===== src/rtl/xmt_arbiter_pkg.sv =====
`default_nettype none
// ============================================================================
// Module   : xmt_arbiter_pkg
// Brief    : Shared FSM encoding, index width and helpers for xmt_arbiter.
// Revision : 1.0 - initial release
// ============================================================================
package xmt_arbiter_pkg;

    localparam int IDX_W    = 3;
    localparam int NREQ_MAX = 8;
    localparam int STATE_W  = 2;

    typedef logic [STATE_W-1:0] state_t;

    localparam state_t ST_IDLE    = 2'd0;
    localparam state_t ST_SEND    = 2'd1;
    localparam state_t ST_SETTLE  = 2'd2;
    localparam state_t ST_WAITRDY = 2'd3;

    function automatic logic [IDX_W-1:0] idx_of(input int i);
        return IDX_W'(i);
    endfunction

endpackage
`default_nettype wire


===== src/rtl/xmt_rr_pick.sv =====
`default_nettype none
// ============================================================================
// Module   : xmt_rr_pick
// Brief    : Combinational round-robin picker; first valid index after last_idx.
// Revision : 1.0 - initial release
// ============================================================================
module xmt_rr_pick
    import xmt_arbiter_pkg::*;
#(
    parameter int NREQ = 4
) (
    input  logic [NREQ-1:0]  valid,
    input  logic [IDX_W-1:0] last_idx,
    output logic [IDX_W-1:0] win_idx,
    output logic             any
);

    // Two passes: indices above last_idx first, then wrap to those at or below it.
    always_comb begin
        win_idx = last_idx;
        any     = 1'b0;
        for (int i = 0; i < NREQ; i++) begin
            if (!any && valid[i] && (idx_of(i) > last_idx)) begin
                any     = 1'b1;
                win_idx = idx_of(i);
            end
        end
        for (int i = 0; i < NREQ; i++) begin
            if (!any && valid[i] && (idx_of(i) <= last_idx)) begin
                any     = 1'b1;
                win_idx = idx_of(i);
            end
        end
    end

endmodule
`default_nettype wire


===== src/rtl/xmt_arbiter.sv =====
`default_nettype none
// ============================================================================
// Module   : xmt_arbiter
// Brief    : Round-robin byte arbiter feeding a transmitter buffer, one byte
//            per IDLE/SEND/SETTLE/WAITRDY cycle.
// Config   : define XMT_ARBITER_LOCK_EN to hold the grant until req_last.
// Revision : 1.0 - initial release
// ============================================================================
module xmt_arbiter
    import xmt_arbiter_pkg::*;
#(
    parameter int NREQ = 4
) (
    input  logic              clk,
    input  logic              reset,
    input  logic [NREQ-1:0]   req_valid,
    input  logic [8*NREQ-1:0] req_data,
    input  logic [NREQ-1:0]   req_last,
    output logic [NREQ-1:0]   req_ack,
    output logic              tx_write,
    output logic [7:0]        tx_data,
    input  logic              tx_ready,
    output logic [IDX_W-1:0]  gnt_idx,
    output logic              busy
);

    state_t            r_state;
    state_t            w_state_nxt;
    logic [IDX_W-1:0]  r_gnt_idx;
    logic [IDX_W-1:0]  w_gnt_nxt;
    logic [IDX_W-1:0]  w_win_idx;
    logic [NREQ-1:0]   w_mask;
    logic [NREQ-1:0]   w_win_onehot;
    logic [NREQ-1:0]   r_req_ack;
    logic [NREQ-1:0]   w_ack_nxt;
    logic [7:0]        w_win_byte;
    logic [7:0]        r_tx_data;
    logic [7:0]        w_data_nxt;
    logic              r_tx_write;
    logic              w_write_nxt;
    logic              w_any;
    logic              w_go;

    xmt_rr_pick #(
        .NREQ     (NREQ)
    ) u_pick (
        .valid    (w_mask),
        .last_idx (r_gnt_idx),
        .win_idx  (w_win_idx),
        .any      (w_any)
    );

    always_comb begin
        w_win_byte   = 8'd0;
        w_win_onehot = '0;
        for (int i = 0; i < NREQ; i++) begin
            w_win_onehot[i] = (w_win_idx == idx_of(i));
            if (w_win_idx == idx_of(i)) begin
                w_win_byte = req_data[i*8 +: 8];
            end
        end
    end

`ifdef XMT_ARBITER_LOCK_EN
    logic              r_locked;
    logic [IDX_W-1:0]  r_lock_idx;
    logic [NREQ-1:0]   w_lock_onehot;
    logic              w_win_last;

    always_comb begin
        w_lock_onehot = '0;
        w_win_last    = 1'b0;
        for (int i = 0; i < NREQ; i++) begin
            w_lock_onehot[i] = (r_lock_idx == idx_of(i));
            if (w_win_idx == idx_of(i)) begin
                w_win_last = req_last[i];
            end
        end
    end

    // While locked only the owning requester is visible to the picker.
    assign w_mask = r_locked ? (req_valid & w_lock_onehot) : req_valid;

    always_ff @(posedge clk) begin
        if (reset) begin
            r_locked   <= 1'b0;
            r_lock_idx <= '0;
        end else if (w_go) begin
            r_locked   <= ~w_win_last;
            r_lock_idx <= w_win_idx;
        end
    end
`else
    logic w_unused_last;

    assign w_mask        = req_valid;
    assign w_unused_last = ^req_last;
`endif

    assign w_go = (r_state == ST_IDLE) && w_any && tx_ready;

    always_ff @(posedge clk) begin
        if (reset) begin
            r_state <= ST_IDLE;
        end else begin
            r_state <= w_state_nxt;
        end
    end

    always_comb begin
        w_state_nxt = r_state;
        case (r_state)
            ST_IDLE:    if (w_go) w_state_nxt = ST_SEND;
            ST_SEND:    w_state_nxt = ST_SETTLE;
            ST_SETTLE:  w_state_nxt = ST_WAITRDY;
            ST_WAITRDY: if (tx_ready) w_state_nxt = ST_IDLE;
            default:    w_state_nxt = ST_IDLE;
        endcase
    end

    // Next-value logic for the registered outputs; they become visible in SEND.
    always_comb begin
        w_write_nxt = w_go;
        w_ack_nxt   = w_go ? w_win_onehot : '0;
        w_data_nxt  = w_go ? w_win_byte   : r_tx_data;
        w_gnt_nxt   = w_go ? w_win_idx    : r_gnt_idx;
    end

    always_ff @(posedge clk) begin
        if (reset) begin
            r_tx_write <= 1'b0;
            r_req_ack  <= '0;
            r_tx_data  <= 8'd0;
            r_gnt_idx  <= idx_of(NREQ - 1);
        end else begin
            r_tx_write <= w_write_nxt;
            r_req_ack  <= w_ack_nxt;
            r_tx_data  <= w_data_nxt;
            r_gnt_idx  <= w_gnt_nxt;
        end
    end

    assign tx_write = r_tx_write;
    assign req_ack  = r_req_ack;
    assign tx_data  = r_tx_data;
    assign gnt_idx  = r_gnt_idx;
    assign busy     = (r_state != ST_IDLE);

endmodule
`default_nettype wire


===== config.mk =====
export PLATFORM = sky130hd
export DESIGN_NAME = xmt_arbiter
export DESIGN_NICKNAME = d
export VERILOG_FILES = /design/src/rtl/xmt_arbiter_pkg.sv /design/src/rtl/xmt_rr_pick.sv /design/src/rtl/xmt_arbiter.sv
export SDC_FILE = /design/constraint.sdc
export NUM_CORES = 1
export LEC_CHECK = 0
export ABC_AREA = 1
export BUFFER_PORTS_ARGS = -buffer_cell sky130_fd_sc_hd__buf_2
export CORE_UTILIZATION = 49
export CTS_CLUSTER_DIAMETER = 60
export DETAILED_ROUTE_END_ITERATION = 16
export GPL_TIMING_DRIVEN = 0
export MAX_ROUTING_LAYER = met4
export PLACE_DENSITY = 0.85
export SLEW_MARGIN = 20
export SYNTH_ARGS = -nofsm -noshare
export SYNTH_HDL_FRONTEND = slang
export SYNTH_SLANG_ARGS = --single-unit

===== constraint.sdc =====
create_clock -name clk -period 2.8 [get_ports clk]
set_input_delay 0 -clock clk [delete_from_list [all_inputs] [get_ports clk]]
set_output_delay 0 -clock clk [all_outputs]
set_load 0.1 [all_outputs]

; Word-level counts from Yosys, hierarchy flattened
; Cells that the tools add are included.
[classes]
eq_ne = 8
bitwise_logic = 1
mux = 23
n_reduce_logical = 29
order_cmp = 8
[ops]
columns = cell, count
row1 = $mux 8, 4
row2 = $mux 3, 8
row3 = $logic_and 1x1->1, 17
row4 = $mux 1, 8
row5 = $pmux 2 s4, 1
row6 = $logic_not 1->1, 7
row7 = $eq 3x2->1 const B, 2
row8 = $gt 1x3->1 const A, 2
row9 = $gt 2x3->1 const A, 2
row10 = $le 1x3->1 const A, 2
row11 = $le 2x3->1 const A, 2
row12 = $eq 2x2->1 const B, 2
row13 = $mux 2, 2
row14 = $ne 2x2->1 const B, 2
row15 = $eq 3x1->1 const B, 1
row16 = $logic_not 3->1, 1
row17 = $eq 2x1->1 const B, 1
row18 = $logic_not 2->1, 1
row19 = $reduce_and 2->1, 1
row20 = $reduce_bool 2->1, 1
row21 = $reduce_or 2->1, 1
row22 = $not 1->1, 1
[word_totals]
word_cells = 74
in_bits = 43
output_inout_bits = 17
register_bits = 18

; Depth between registers and ports, before layout
[logic_depth]
depth_word = 36
depth_mapped = 15
depth_no_buf = 15

; Hierarchy
; From an unflattened synthesis, not the netlist that was laid out.
[unflattened]
cells_unflattened = 181
hier_area_um2 = 1211.2
[modules_own_cells]
columns = mod, instances, cells_each, seq_area_each_um2, area_each_um2
row1 = xmt_arbiter, 1, 142, 360.3, 1011.0
row2 = xmt_rr_pick, 1, 39, 0.0, 200.2

; Worst setup path before layout
; Ideal clock, no wire load.
[synth_path]
kind = reg-to-reg
startpoint = reg r_gnt_idx[0], in the netlist gnt_idx[0]
endpoint = reg r_tx_data[0], in the netlist tx_data[0]
path_buffers = 1
slack_ps = 480
arrival_ps = 2201
period_less_slack_ps = 2320
path_stages_with_launch = 13
setup_ps = 119
t_required_ps = 2681
cell_sequence = dfxtp_1 > inv_1 > nand3_4 > nand4_2 > nor2_4 > nand2_2 > nand2_4 > nand2_2 > buf_4 > nand3_1 > nand3_1 > nor2_1 > nor2_1
[synth_via]
elab_chain_len = 36
word_cells_on_any_way = 56
classes_between = order compare (8) / eq/ne (3) / mux (20) / reduce/logical (25)
[synth_lines]
columns = element, line_no
row1 = "start, declared", xmt_arbiter.sv:29  ; logic [IDX_W-1:0] r_gnt_idx;
row2 = "start signal, assigned", xmt_arbiter.sv:134  ; r_gnt_idx <= idx_of(NREQ - 1);
row3 = "start signal, assigned", xmt_arbiter.sv:139  ; r_gnt_idx <= w_gnt_nxt;
row4 = $gt 1x3->1, xmt_rr_pick.sv:23  ; if (!any && valid[i] && (idx_of(i) > last_idx)) begin
row5 = $logic_and 1x1->1, xmt_rr_pick.sv:23
row6 = $mux 1, xmt_rr_pick.sv:23
row7 = $logic_not 1->1, xmt_rr_pick.sv:23
row8 = $logic_and 1x1->1 (2 in series), xmt_rr_pick.sv:23
row9 = $mux 1, xmt_rr_pick.sv:23
row10 = $logic_not 1->1, xmt_rr_pick.sv:23
row11 = $logic_and 1x1->1 (2 in series), xmt_rr_pick.sv:23
row12 = (+13 left out), --
row13 = $logic_not 1->1, xmt_rr_pick.sv:29  ; if (!any && valid[i] && (idx_of(i) <= last_idx)) begin
row14 = $logic_and 1x1->1 (2 in series), xmt_rr_pick.sv:29
row15 = $mux 1, xmt_rr_pick.sv:29
row16 = $logic_not 1->1, xmt_rr_pick.sv:29
row17 = $logic_and 1x1->1 (2 in series), xmt_rr_pick.sv:29
row18 = $mux 3, xmt_rr_pick.sv:29
row19 = $logic_not 3->1, xmt_arbiter.sv:58  ; if (w_win_idx == idx_of(i)) begin
row20 = $mux 8 (4 in series), xmt_arbiter.sv:58
row21 = "end signal, assigned", xmt_arbiter.sv:138  ; r_tx_data <= w_data_nxt;
row22 = "end, declared", xmt_arbiter.sv:37  ; logic [7:0] r_tx_data;
; Parallel ways exist; a longest one is shown, timed or not.
; A chain may end at the register's enable or synchronous reset.

; Worst setup path after layout
[layout_path]
startpoint = reg r_gnt_idx[1], in the netlist gnt_idx[1]
endpoint = reg r_gnt_idx[1], in the netlist gnt_idx[1]
[layout_via]
elab_chain_len = 33
word_cells_on_any_way = 48
classes_between = order compare (8) / mux (16) / reduce/logical (24)
[layout_lines]
columns = element, line_no
row1 = $gt 1x3->1, xmt_rr_pick.sv:23
row2 = $logic_and 1x1->1, xmt_rr_pick.sv:23
row3 = $mux 1, xmt_rr_pick.sv:23
row4 = $logic_not 1->1, xmt_rr_pick.sv:23
row5 = $logic_and 1x1->1 (2 in series), xmt_rr_pick.sv:23
row6 = $mux 1, xmt_rr_pick.sv:23
row7 = $logic_not 1->1, xmt_rr_pick.sv:23
row8 = $logic_and 1x1->1 (2 in series), xmt_rr_pick.sv:23
row9 = (+12 left out), --
row10 = $mux 1, xmt_rr_pick.sv:29
row11 = $logic_not 1->1, xmt_rr_pick.sv:29
row12 = $logic_and 1x1->1 (2 in series), xmt_rr_pick.sv:29
row13 = $mux 1, xmt_rr_pick.sv:29
row14 = $logic_not 1->1, xmt_rr_pick.sv:29
row15 = $logic_and 1x1->1 (2 in series), xmt_rr_pick.sv:29
row16 = $mux 1, xmt_rr_pick.sv:29
row17 = $logic_and 1x1->1 (2 in series), xmt_arbiter.sv:100  ; assign w_go = (r_state == ST_IDLE) && w_any && tx_ready;
; Parallel ways exist; a longest one is shown, timed or not.

==> results.md <==
- Min Tclk post-route: 1.811 ns
- Grt total ovfl: 0
- Die area: 2653 µm²
- CTS Root Cell: clkbuf_4
- Pre-antenna DRT Iters: 4
- Type of origin of the critical path: register
- ANT nets after route: 0
- Critical-path cell list: nor2_2 -> nand2_2 -> nand4_2 -> nor2_4 -> nand3b_1 -> nand3_1 -> inv_1 -> buf_2 -> o21ai_0 -> nand2_1
- FMAX: 552.1 MHz
- WL per Instance: 11.59 µm
- CP delay by family, top: simple AND/OR/NAND/NOR gates
- Initial Utilization: 53.27%
- Final Max Slew Viols: 0
- Hold Slack: -0.0001482 ns
- Slew of the pin with the lowest slew margin: 0.4938 ns
- P_leak: 0.8157 nW
- Critical Path AT: 2.00 ns
- Core Rows: 17
- RSZ-0062 raised after global routing: false
- Critical Path Slowest Stage Cell: dfxtp_1
- Die Wd: 51.51 µm
- Cell Count, Final, Fillers Out: 262
- Core area: 2255 µm²
- Post-synth net total: 220
- Half-perimeter wire length after placement: 2.328 mm
- Crit path largest cell delay: 0.43 ns
- Vias per cell: 5.015
- First-pass GRT wire length: 4.878 mm
- Clock transition at path regs: 0.12 ns
- TritonCTS Buffers: 3
- Overall Power: 1.755 mW
- Post-CTS sizing: 0
- CTS tree: built
- Die Ht: 51.51 µm
- Longest Clk Path Bufs: 2
- Dpl cell area: 1511 µm²
- Synth Instances: 173
- Clock Latency Late Sink: 0.30 ns
- Residual DRC: 0
- Number of clock sinks: 18
- Worst Hold Class: primary input to register
- H-tree level count: 1
- CP Class: register to register
- Gpl congestion: 0.7944
- I/O pin count: 60
- Violated checks: hold timing
- Register area share after synthesis: 30.00%
- Status: finished, violations left
- Period utilisation layout: 64.69%
- Final core utilization: 69.53%
- Antenna violations before repair: 0
- Post-Route WL: 3.036 mm
- Mapped cell area: 1201 µm²
- Final Hold Fails: 1
- Relative slew slack: 67.31%
- CP Max Fanout: 10
- Syn_area_per_cell: 6.943 µm²
- Syn-to-layout area delta: 30.52%
- N_diodes: 0
- Total global-route track usage: 25.02%
- PwrDens: 1119 nW/µm²
- Post-layout instance area: 1568 µm²
- Final layout net count: 282
- Setup_tns: 0 ns
- Endpoints failing setup: 0
- CP endpoint kind: register
- Synth warn: 0
- Register bit total from synthesis: 18
- Cell count after placement: 256
- Synth unique cells: 26
- Maximum vdd drop: 811.7 µV
- Fraction of layout cells with a size suffix above 1: 37.18%
- Largest net degree at the start of global routing: 11
- Vias: 1314
- Buf+Inv Stages, Crit Path: 2
- Port bufs: 55
- Data required, critical path: 2.99 ns
- DR iter-0 viols: 12
- Max-cap check violation count: 0
- Final setup skew: 0.01667 ns
- Vias in the first global route: 1143
per-stage QoR:
stage,setup slack (ns),hold WS (ns)
after floorplan,0.4799,0.06907
after global routing,0.7531,0.001878
after detailed placement,0.9985,0.2274
final,0.9887,-0.0001482
after CTS,0.9894,0.001950
after global placement,1.016,0.2259
power by group:
| part | switching [mW] | internal [mW] |
|---|---|---|
| logic | 0.929 | 0.291 |
| clock network | 0.0847 | 0.0793 |
| registers | 0.0440 | 0.327 |
flip-flops by register name (all words and copies together), names as in the netlist:
register  cells
r_state       2
gnt_idx       3
req_ack       4
tx_write      1
tx_data       8
layer usage:
metal	track usage, %	wire length [µm]
met1	31.60	1343
met2	40.26	1517
met3	4.094	142
met4	9.009	33
met5	-	0
cell type report:
type / instances / area [µm²]
buffer: 4 / 35.03
inverter: 16 / 60.06
fill: 217 / 686.9
clock buffer: 4 / 36.28
tap: 28 / 35.03
multi-input combinational: 135 / 745.7
timing repair buffer: 57 / 295.3
sequential: 18 / 360.3
worst paths after layout:
| kind | cells after the start | startpoint | to | slack, ns |
|---|---|---|---|---|
| hold reg to reg | 2 | r_state[1] | r_state[1] | 0.54 |
| setup / recovery | 10 | gnt_idx[1] | gnt_idx[1] | 0.99 |
| setup reg to reg | 10 | gnt_idx[1] | gnt_idx[1] | 0.99 |
| hold / removal | 5 | req_data[11] | tx_data[3] | -0.0001 |
tightest hold or removal path: stages:
cell	delay, ns
buf_2	0.08
nand2_1	0.04
nand2_1	0.05
nor2_1	0.04
nor2_1	0.07
cell usage after synthesis:
library cell	count	area [µm²]
a21oi_1	5	25.02
buf_2	1	5.000
buf_4	1	7.510
buf_6	2	22.52
dfxtp_1	18	360.4
ha_1	4	50.05
inv_1	12	45.04
inv_2	4	15.01
nand2_1	36	135.1
nand2_2	6	37.54
nand2_4	2	22.52
nand3_1	29	145.1
nand3_2	2	20.02
nand3_4	2	35.03
nand3b_1	1	7.510
nand4_1	1	6.260
nand4_2	1	12.51
nor2_1	23	86.33
nor2_2	1	6.260
nor2_4	3	33.78
nor3_1	3	15.01
o2111ai_2	1	15.01
o21ai_0	12	60.06
o21ai_2	1	8.760
o21ai_4	1	16.27
o21bai_1	1	7.510
layout by cell type (no fill, tap or decap), types with 3 or more instances in the layout:
| cell type | netlist | layout |
|---|---|---|
| a21oi_1 | 5 | 5 |
| buf_2 | 1 | 56 |
| clkbuf_4 | 0 | 3 |
| dfxtp_1 | 18 | 18 |
| ha_1 | 4 | 4 |
| inv_1 | 12 | 12 |
| inv_2 | 4 | 4 |
| nand2_1 | 36 | 36 |
| nand2_2 | 6 | 6 |
| nand3_1 | 29 | 29 |
| nor2_1 | 23 | 23 |
| nor2_4 | 3 | 3 |
| nor3_1 | 3 | 3 |
| o21ai_0 | 12 | 12 |
timing repair:
item | in CTS | in global routing
buffers inserted | 0 | 0
endpoints found under the setup margin | 0 | 0
hold buffers | 1 | 1
hold endpoints to repair | 4 | 1
cells by family after synthesis:
logic type | share of synthesized area, %
flip-flops | 30.00
AND/OR/NAND/NOR | 46.87
buffers and inverters | 7.916
adder cells (fa/ha/maj) | 4.167
AO/OA/AOI/OAI | 11.04
Power figures use the tool's default switching activity.
